**config.mk**
```make
export PLATFORM = sky130hd
export DESIGN_NAME = pingpong_tx_flat
export DESIGN_NICKNAME = d
export VERILOG_FILES = /design/src/rtl/pingpong_tx_if.sv /design/src/rtl/pingpong_tx.sv /design/src/flat_wrapper.sv
export SDC_FILE = /design/constraint.sdc
export NUM_CORES = 1
export LEC_CHECK = 0
export ABC_CLOCK_PERIOD_IN_PS = 1900
export CAP_MARGIN = 25
export CELL_PAD_IN_SITES_DETAIL_PLACEMENT = 1
export CELL_PAD_IN_SITES_GLOBAL_PLACEMENT = 1
export CORE_MARGIN = 8
export CORE_UTILIZATION = 41
export CTS_BUF_LIST = sky130_fd_sc_hd__clkbuf_2
export DETAILED_ROUTE_END_ITERATION = 8
export GPL_TIMING_DRIVEN = 1
export MAX_ROUTING_LAYER = met4
export PLACE_DENSITY_LB_ADDON = 0.15
export SYNTH_ARGS = -nofsm -noshare
export SYNTH_HDL_FRONTEND = slang
export SYNTH_SLANG_ARGS = --single-unit
```
**constraint.sdc**
```tcl
create_clock -name clk -period 1.9 [get_ports clk]
set_input_delay 0.38 -clock clk [delete_from_list [all_inputs] [get_ports clk]]
set_output_delay 0.38 -clock clk [all_outputs]
set_load 0.05 [all_outputs]
```
**src/rtl/pingpong_tx_if.sv**
```systemverilog
// rtl/pingpong_tx_if.sv - producer and drain signal bundle for pingpong_tx
//
// Fill side  : wr_en, wa[2:0], di[63:0], be[7:0], commit, len[2:0] -> DUT;
//              wr_ready, ovf_err <- DUT
// Drain side : dout[63:0], dout_valid, dout_last <- DUT; dout_ready -> DUT
// master = producer/consumer environment, slave = pingpong_tx.
interface pingpong_tx_if;
  logic        wr_en;
  logic [2:0]  wa;
  logic [63:0] di;
  logic [7:0]  be;
  logic        commit;
  logic [2:0]  len;
  logic        wr_ready;
  logic [63:0] dout;
  logic        dout_valid;
  logic        dout_last;
  logic        dout_ready;
  logic        ovf_err;

  modport master (
    output wr_en, wa, di, be, commit, len, dout_ready,
    input  wr_ready, dout, dout_valid, dout_last, ovf_err
  );

  modport slave (
    input  wr_en, wa, di, be, commit, len, dout_ready,
    output wr_ready, dout, dout_valid, dout_last, ovf_err
  );
endinterface

```
**src/rtl/pingpong_tx.sv**
```systemverilog
// rtl/pingpong_tx.sv - outbound two-bank (ping-pong) 8 x 64-bit transmit buffer
//
// Ports:
//   clk   : system clock, rising edge
//   rst_n : asynchronous active-low reset
//   bus   : pingpong_tx_if.slave
//           fill  - byte-enabled writes into the current fill bank, commit
//                   hands it to the drain side with its last word index
//           drain - streams committed banks word by word (valid/ready),
//                   dout_last on the bank's last word
//           ovf_err is sticky once a write/commit hits a busy fill bank
module pingpong_tx (
  input  logic          clk,
  input  logic          rst_n,
  pingpong_tx_if.slave  bus
);

  typedef enum logic [1:0] {
    ST_IDLE  = 2'd0,
    ST_FETCH = 2'd1,
    ST_SEND  = 2'd2
  } state_t;

  state_t           state_q, state_d;
  logic [1:0]       full_q, full_d;
  logic [1:0][2:0]  len_q, len_d;
  logic             fill_sel_q, fill_sel_d;
  logic             drain_sel_q, drain_sel_d;
  logic [2:0]       rd_addr_q, rd_addr_d;
  logic [63:0]      dout_q, dout_d;
  logic             dout_valid_q, dout_valid_d;
  logic             dout_last_q, dout_last_d;
  logic             ovf_err_q, ovf_err_d;

  // Storage is not reset; content after reset is whatever was left behind.
  logic [63:0]      mem_q [2][8];

  logic             wr_ready;
  logic             wr_acc;

  assign wr_ready = ~full_q[fill_sel_q];
  assign wr_acc   = bus.wr_en & wr_ready;

  always_comb begin
    state_d      = state_q;
    full_d       = full_q;
    len_d        = len_q;
    fill_sel_d   = fill_sel_q;
    drain_sel_d  = drain_sel_q;
    rd_addr_d    = rd_addr_q;
    dout_d       = dout_q;
    dout_valid_d = dout_valid_q;
    dout_last_d  = dout_last_q;
    ovf_err_d    = ovf_err_q;

    if ((bus.wr_en | bus.commit) & ~wr_ready) begin
      ovf_err_d = 1'b1;
    end

    if (bus.commit & wr_ready) begin
      full_d[fill_sel_q] = 1'b1;
      len_d[fill_sel_q]  = bus.len;
      fill_sel_d         = ~fill_sel_q;
    end

    // A release never targets the bank being committed: commit needs the
    // fill bank empty, release needs the drain bank full.
    unique case (state_q)
      ST_IDLE: begin
        dout_valid_d = 1'b0;
        if (full_q[drain_sel_q]) begin
          rd_addr_d = 3'd0;
          state_d   = ST_FETCH;
        end
      end
      ST_FETCH: begin
        dout_d       = mem_q[drain_sel_q][rd_addr_q];
        dout_last_d  = (rd_addr_q == len_q[drain_sel_q]);
        dout_valid_d = 1'b1;
        state_d      = ST_SEND;
      end
      ST_SEND: begin
        if (bus.dout_ready) begin
          dout_valid_d = 1'b0;
          if (dout_last_q) begin
            full_d[drain_sel_q] = 1'b0;
            drain_sel_d         = ~drain_sel_q;
            state_d             = ST_IDLE;
          end else begin
            rd_addr_d = rd_addr_q + 3'd1;
            state_d   = ST_FETCH;
          end
        end
      end
      default: state_d = ST_IDLE;
    endcase
  end

  always_ff @(posedge clk or negedge rst_n) begin
    if (!rst_n) begin
      state_q      <= ST_IDLE;
      full_q       <= 2'b00;
      len_q        <= '0;
      fill_sel_q   <= 1'b0;
      drain_sel_q  <= 1'b0;
      rd_addr_q    <= 3'd0;
      dout_q       <= 64'd0;
      dout_valid_q <= 1'b0;
      dout_last_q  <= 1'b0;
      ovf_err_q    <= 1'b0;
    end else begin
      state_q      <= state_d;
      full_q       <= full_d;
      len_q        <= len_d;
      fill_sel_q   <= fill_sel_d;
      drain_sel_q  <= drain_sel_d;
      rd_addr_q    <= rd_addr_d;
      dout_q       <= dout_d;
      dout_valid_q <= dout_valid_d;
      dout_last_q  <= dout_last_d;
      ovf_err_q    <= ovf_err_d;
    end
  end

  // A write in the commit cycle still targets the pre-commit fill_sel_q,
  // so it lands in the bank being committed.
  always_ff @(posedge clk) begin
    if (wr_acc) begin
      for (int i = 0; i < 8; i++) begin
        if (bus.be[i]) begin
          mem_q[fill_sel_q][bus.wa][8*i +: 8] <= bus.di[8*i +: 8];
        end
      end
    end
  end

  assign bus.wr_ready   = wr_ready;
  assign bus.dout       = dout_q;
  assign bus.dout_valid = dout_valid_q;
  assign bus.dout_last  = dout_last_q;
  assign bus.ovf_err    = ovf_err_q;

endmodule

```
**src/flat_wrapper.sv**
```systemverilog
// flat-port wrapper written by rule: the top's interface ports become plain ports
module pingpong_tx_flat 
  (clk, rst_n, bus_wr_en, bus_wa, bus_di, bus_be, bus_commit, bus_len, bus_dout_ready, bus_wr_ready, bus_dout, bus_dout_valid, bus_dout_last, bus_ovf_err);
  pingpong_tx_if bus_i ();
  input  logic clk;
  input  logic rst_n;
  input wire logic [$bits(bus_i.wr_en)-1:0] bus_wr_en;
  input wire logic [$bits(bus_i.wa)-1:0] bus_wa;
  input wire logic [$bits(bus_i.di)-1:0] bus_di;
  input wire logic [$bits(bus_i.be)-1:0] bus_be;
  input wire logic [$bits(bus_i.commit)-1:0] bus_commit;
  input wire logic [$bits(bus_i.len)-1:0] bus_len;
  input wire logic [$bits(bus_i.dout_ready)-1:0] bus_dout_ready;
  output wire logic [$bits(bus_i.wr_ready)-1:0] bus_wr_ready;
  output wire logic [$bits(bus_i.dout)-1:0] bus_dout;
  output wire logic [$bits(bus_i.dout_valid)-1:0] bus_dout_valid;
  output wire logic [$bits(bus_i.dout_last)-1:0] bus_dout_last;
  output wire logic [$bits(bus_i.ovf_err)-1:0] bus_ovf_err;
  assign bus_i.wr_en = bus_wr_en;
  assign bus_i.wa = bus_wa;
  assign bus_i.di = bus_di;
  assign bus_i.be = bus_be;
  assign bus_i.commit = bus_commit;
  assign bus_i.len = bus_len;
  assign bus_i.dout_ready = bus_dout_ready;
  assign bus_wr_ready = bus_i.wr_ready;
  assign bus_dout = bus_i.dout;
  assign bus_dout_valid = bus_i.dout_valid;
  assign bus_dout_last = bus_i.dout_last;
  assign bus_ovf_err = bus_i.ovf_err;
  pingpong_tx u_core (.clk(clk), .rst_n(rst_n), .bus(bus_i));
endmodule
```
==> reports/results.ini <==
[run_status]
status = complete, but fails checks
violations = setup timing

[yosys]
ys_ff_latch = 1106
synth_cell_types = 37
async_flop_share = 0.07414
synth-main-ff-cell = edfxtp_1
ys_seq_area_frac = 0.7606
syn_avg_cell_area_sq_um = 16.87
ys.warnings.count = 0
syn_nets = 2640
synthesis.area_sq_um = 43130
synth-edff-count = 1024
syn_inst = 2556

[pwr]
seq_power_share = 0.435
pwr-share-comb = 0.325
total_power_mw = 65.29
cellPowerDensity_nw_per_um2 = 1163
p_clk_frac = 0.241
p_sw_mw = 22.94
ir_worst_vdd_mv = 0.8029
netSwitchingFraction = 0.3513
p_leak_nw = 19.00
p_int_mw = 42.35

[timing]
skew_ps = 122.4
finalSetupViolations = 977
tns_ps = -128890
slew_viol_final = 0
rsz0062_at_grt = yes
fin_ws_ps = -870.1
max_slew_margin = 0.3650
finalCritPeriodShare = 1.458
worst_pin_slew_ps = 952.6
min_period_ps = 2770
hold_violations = 0
max_freq_mhz = 361.0

[floorplan]
die_y_um = 340.3
io_pins = 151
coreArea_sq_um = 104800
initial_core_util = 0.4114
die_area_sq_um = 115800
die-width_um = 340.3
rows = 119

[route]
drtPass1Iterations = 5
vias_per_cell = 5.334
finalWirelength_um = 131400
wl_per_cell_um = 26.54
vias = 26420
antenna_left = 0
drtIter0Drc = 2073
drc = 0

[run]
max_cap_violations = 0

[grt]
overflow = 0
grt_pass1_wl_um = 186000
grt_max_degree = 65
grtUsageTotal = 0.2214
antenna_found_initial = 4
grt_pass1_vias = 28500

[worst_setup_path]
rr_endpoint = u_core.mem_q[1][299]
critPathArrivalTime_ps = 2390
r2r-start = u_core.fill_sel_q
start_kind = register
rr_worst_depth = 7
ff2ff_setup_slack_ps = -220
crit_type = reg -> out
critPathMaxFanout = 2
crit_path_end_kind = output port
crit_required_ps = 1520

[clocking]
cts_buffers = 298
cts_buffer_depth = 4
cts_tree = built
ctsRootBufferMaster = clkbuf_2
cts_sinks = 1106
cts.clk_slew.worst_paths_ps = 80
clk_latency_ps = 1510
h-tree-depth = 5

[hold_path]
holdPathEnd = u_core.mem_q[0][392]
hp-start = bus_be[1]
hold_class = in -> reg
whs_path_depth = 3

[place]
dpl.hpwl_um = 79270
placed_cell_area_sq_um = 48810
io_buffer_count = 150
gp_congestion = 0.8139
place_inst = 4256

[cells_and_area]
area_growth_pct = 30.22
multi_input_area_sq_um = 11380
n_fill_cell = 9970
final_util = 0.5358
finalNonFillerCells = 4953
drive_gt1_frac = 0.3418
finalNetCount = 3447
stdcell_area_sq_um = 56160
regArea_sq_um = 32810

## critical path, stage by stage, from the launching register on
cell,delay (ps)
dfrtp_1,410
mux2i_4,270
buf_6,130
buf_12,120
## metal layers
layer	global-route usage	part of all wire	wire length, um	vias up
li1	-	-	-	11730
met1	0.2858	0.43	56900	13630
met2	0.3567	0.49	64540	859
met3	0.04438	0.054	7058	205
met4	0.06380	0.022	2930	0
met5	-	0	0	-
## layout make-up
| cell class | count | share of cell area |
|---|---|---|
| antenna | 4 | 0.0001782 |
| clock buffer | 414 | 0.03689 |
| clock inverter | 81 | 0.006639 |
| inverter | 6 | 0.0004010 |
| multi-input combinational | 1307 | 0.2027 |
| sequential | 1106 | 0.5843 |
| tap | 1391 | 0.03099 |
| timing repair buffer | 644 | 0.1379 |
## cells in the final DEF (no fill, tap or decap), types with 88 or more instances in the layout
master    Yosys  layout
buf_6        10     185
buf_12        0      88
nand3_1     151     127
nand2_1     187     181
clkbuf_2      0     414
a22oi_1     192     133
nor2_4        1     131
edfxtp_1   1024    1024
mux2i_1     516     473
buf_4        54     163
## metrics by stage
step | worst slack, ps | hold slack (ps)
after global routing | -1073 | 40.33
after global placement | -295.7 | 409.8
after detailed placement | -384.4 | 399.9
final | -870.1 | 199.1
after CTS | -1110 | 1.588
after floorplan | -232.7 | 84.41
## what timing repair did
item	in CTS	in global routing
gates cloned	17	22
setup buffers	43	38
gates resized for setup	362	220
hold buffers	86	0
pin swaps	86	135
endpoints found under the hold margin	1316	0
setup endpoints to repair	1002	1143
## synth_stat cells, drive strengths merged, types with 2 or more instances
cell type	number	area share
a211oi	2	0.00035
clkbuf	19	0.0018
edfxtp	1024	0.71
a22oi	192	0.033
inv	6	0.00052
nand2	195	0.018
nand4	48	0.0070
nor2b	11	0.0016
dfrtp	82	0.048
mux2i	517	0.12
buf	126	0.019
nor2	134	0.012
mux2	6	0.0016
nand3b	2	0.00035
nand3	151	0.018
xnor2	4	0.00081
a21oi	21	0.0024
nand2b	3	0.00044
and2	2	0.00029
o21ai	2	0.00023
## how the worst max path moves through the flow
stage	start	endpoint	slack, ps	cells past startpoint
after global routing	u_core.fill_sel_q	bus_wr_ready	-1070	3
after detailed placement	bus_wa[0]	u_core.mem_q[1][139]	-380	6
final	u_core.fill_sel_q	bus_wr_ready	-870	3
after CTS	u_core.fill_sel_q	bus_wr_ready	-1110	3
after floorplan	u_core.fill_sel_q	u_core.mem_q[1][16]	-230	5
after global placement	bus_wr_en	u_core.mem_q[1][47]	-300	6
## state kept, by name (all words and copies together), names as in the netlist
name,cells
u_core.bus.ovf_err,1
u_core.mem_q,1024
u_core.state_q,2
u_core.len_q,6
u_core.rd_addr_q,3
u_core.drain_sel_q,1
u_core.fill_sel_q,1
u_core.bus.dout_last,1
u_core.full_q,2
u_core.bus.dout,64
u_core.bus.dout_valid,1
## cell families after synthesis
kind of cell,after synthesis,synth area share
buffers and inverters,151,0.02141
AND/OR/NAND/NOR,548,0.05773
adder cells (fa/ha/maj),1,0.0002901
AO/OA/AOI/OAI,223,0.03754
XOR/XNOR,4,0.0008122
multiplexers,523,0.1216
flip-flops,1106,0.7606
## power by group through the flow
stage	clock network [mW]	registers [mW]	logic, mW
2_1_floorplan	0	30.9	8.31
3_3_place_gp	0	28.8	16.9
3_5_place_dp	0	28.8	17.2
4_1_cts	16.2	28.4	19.2
5_1_grt	17.4	28.5	22.3
6_report	15.7	28.4	21.2
Note: power is estimated with default switching activity, not from simulation.
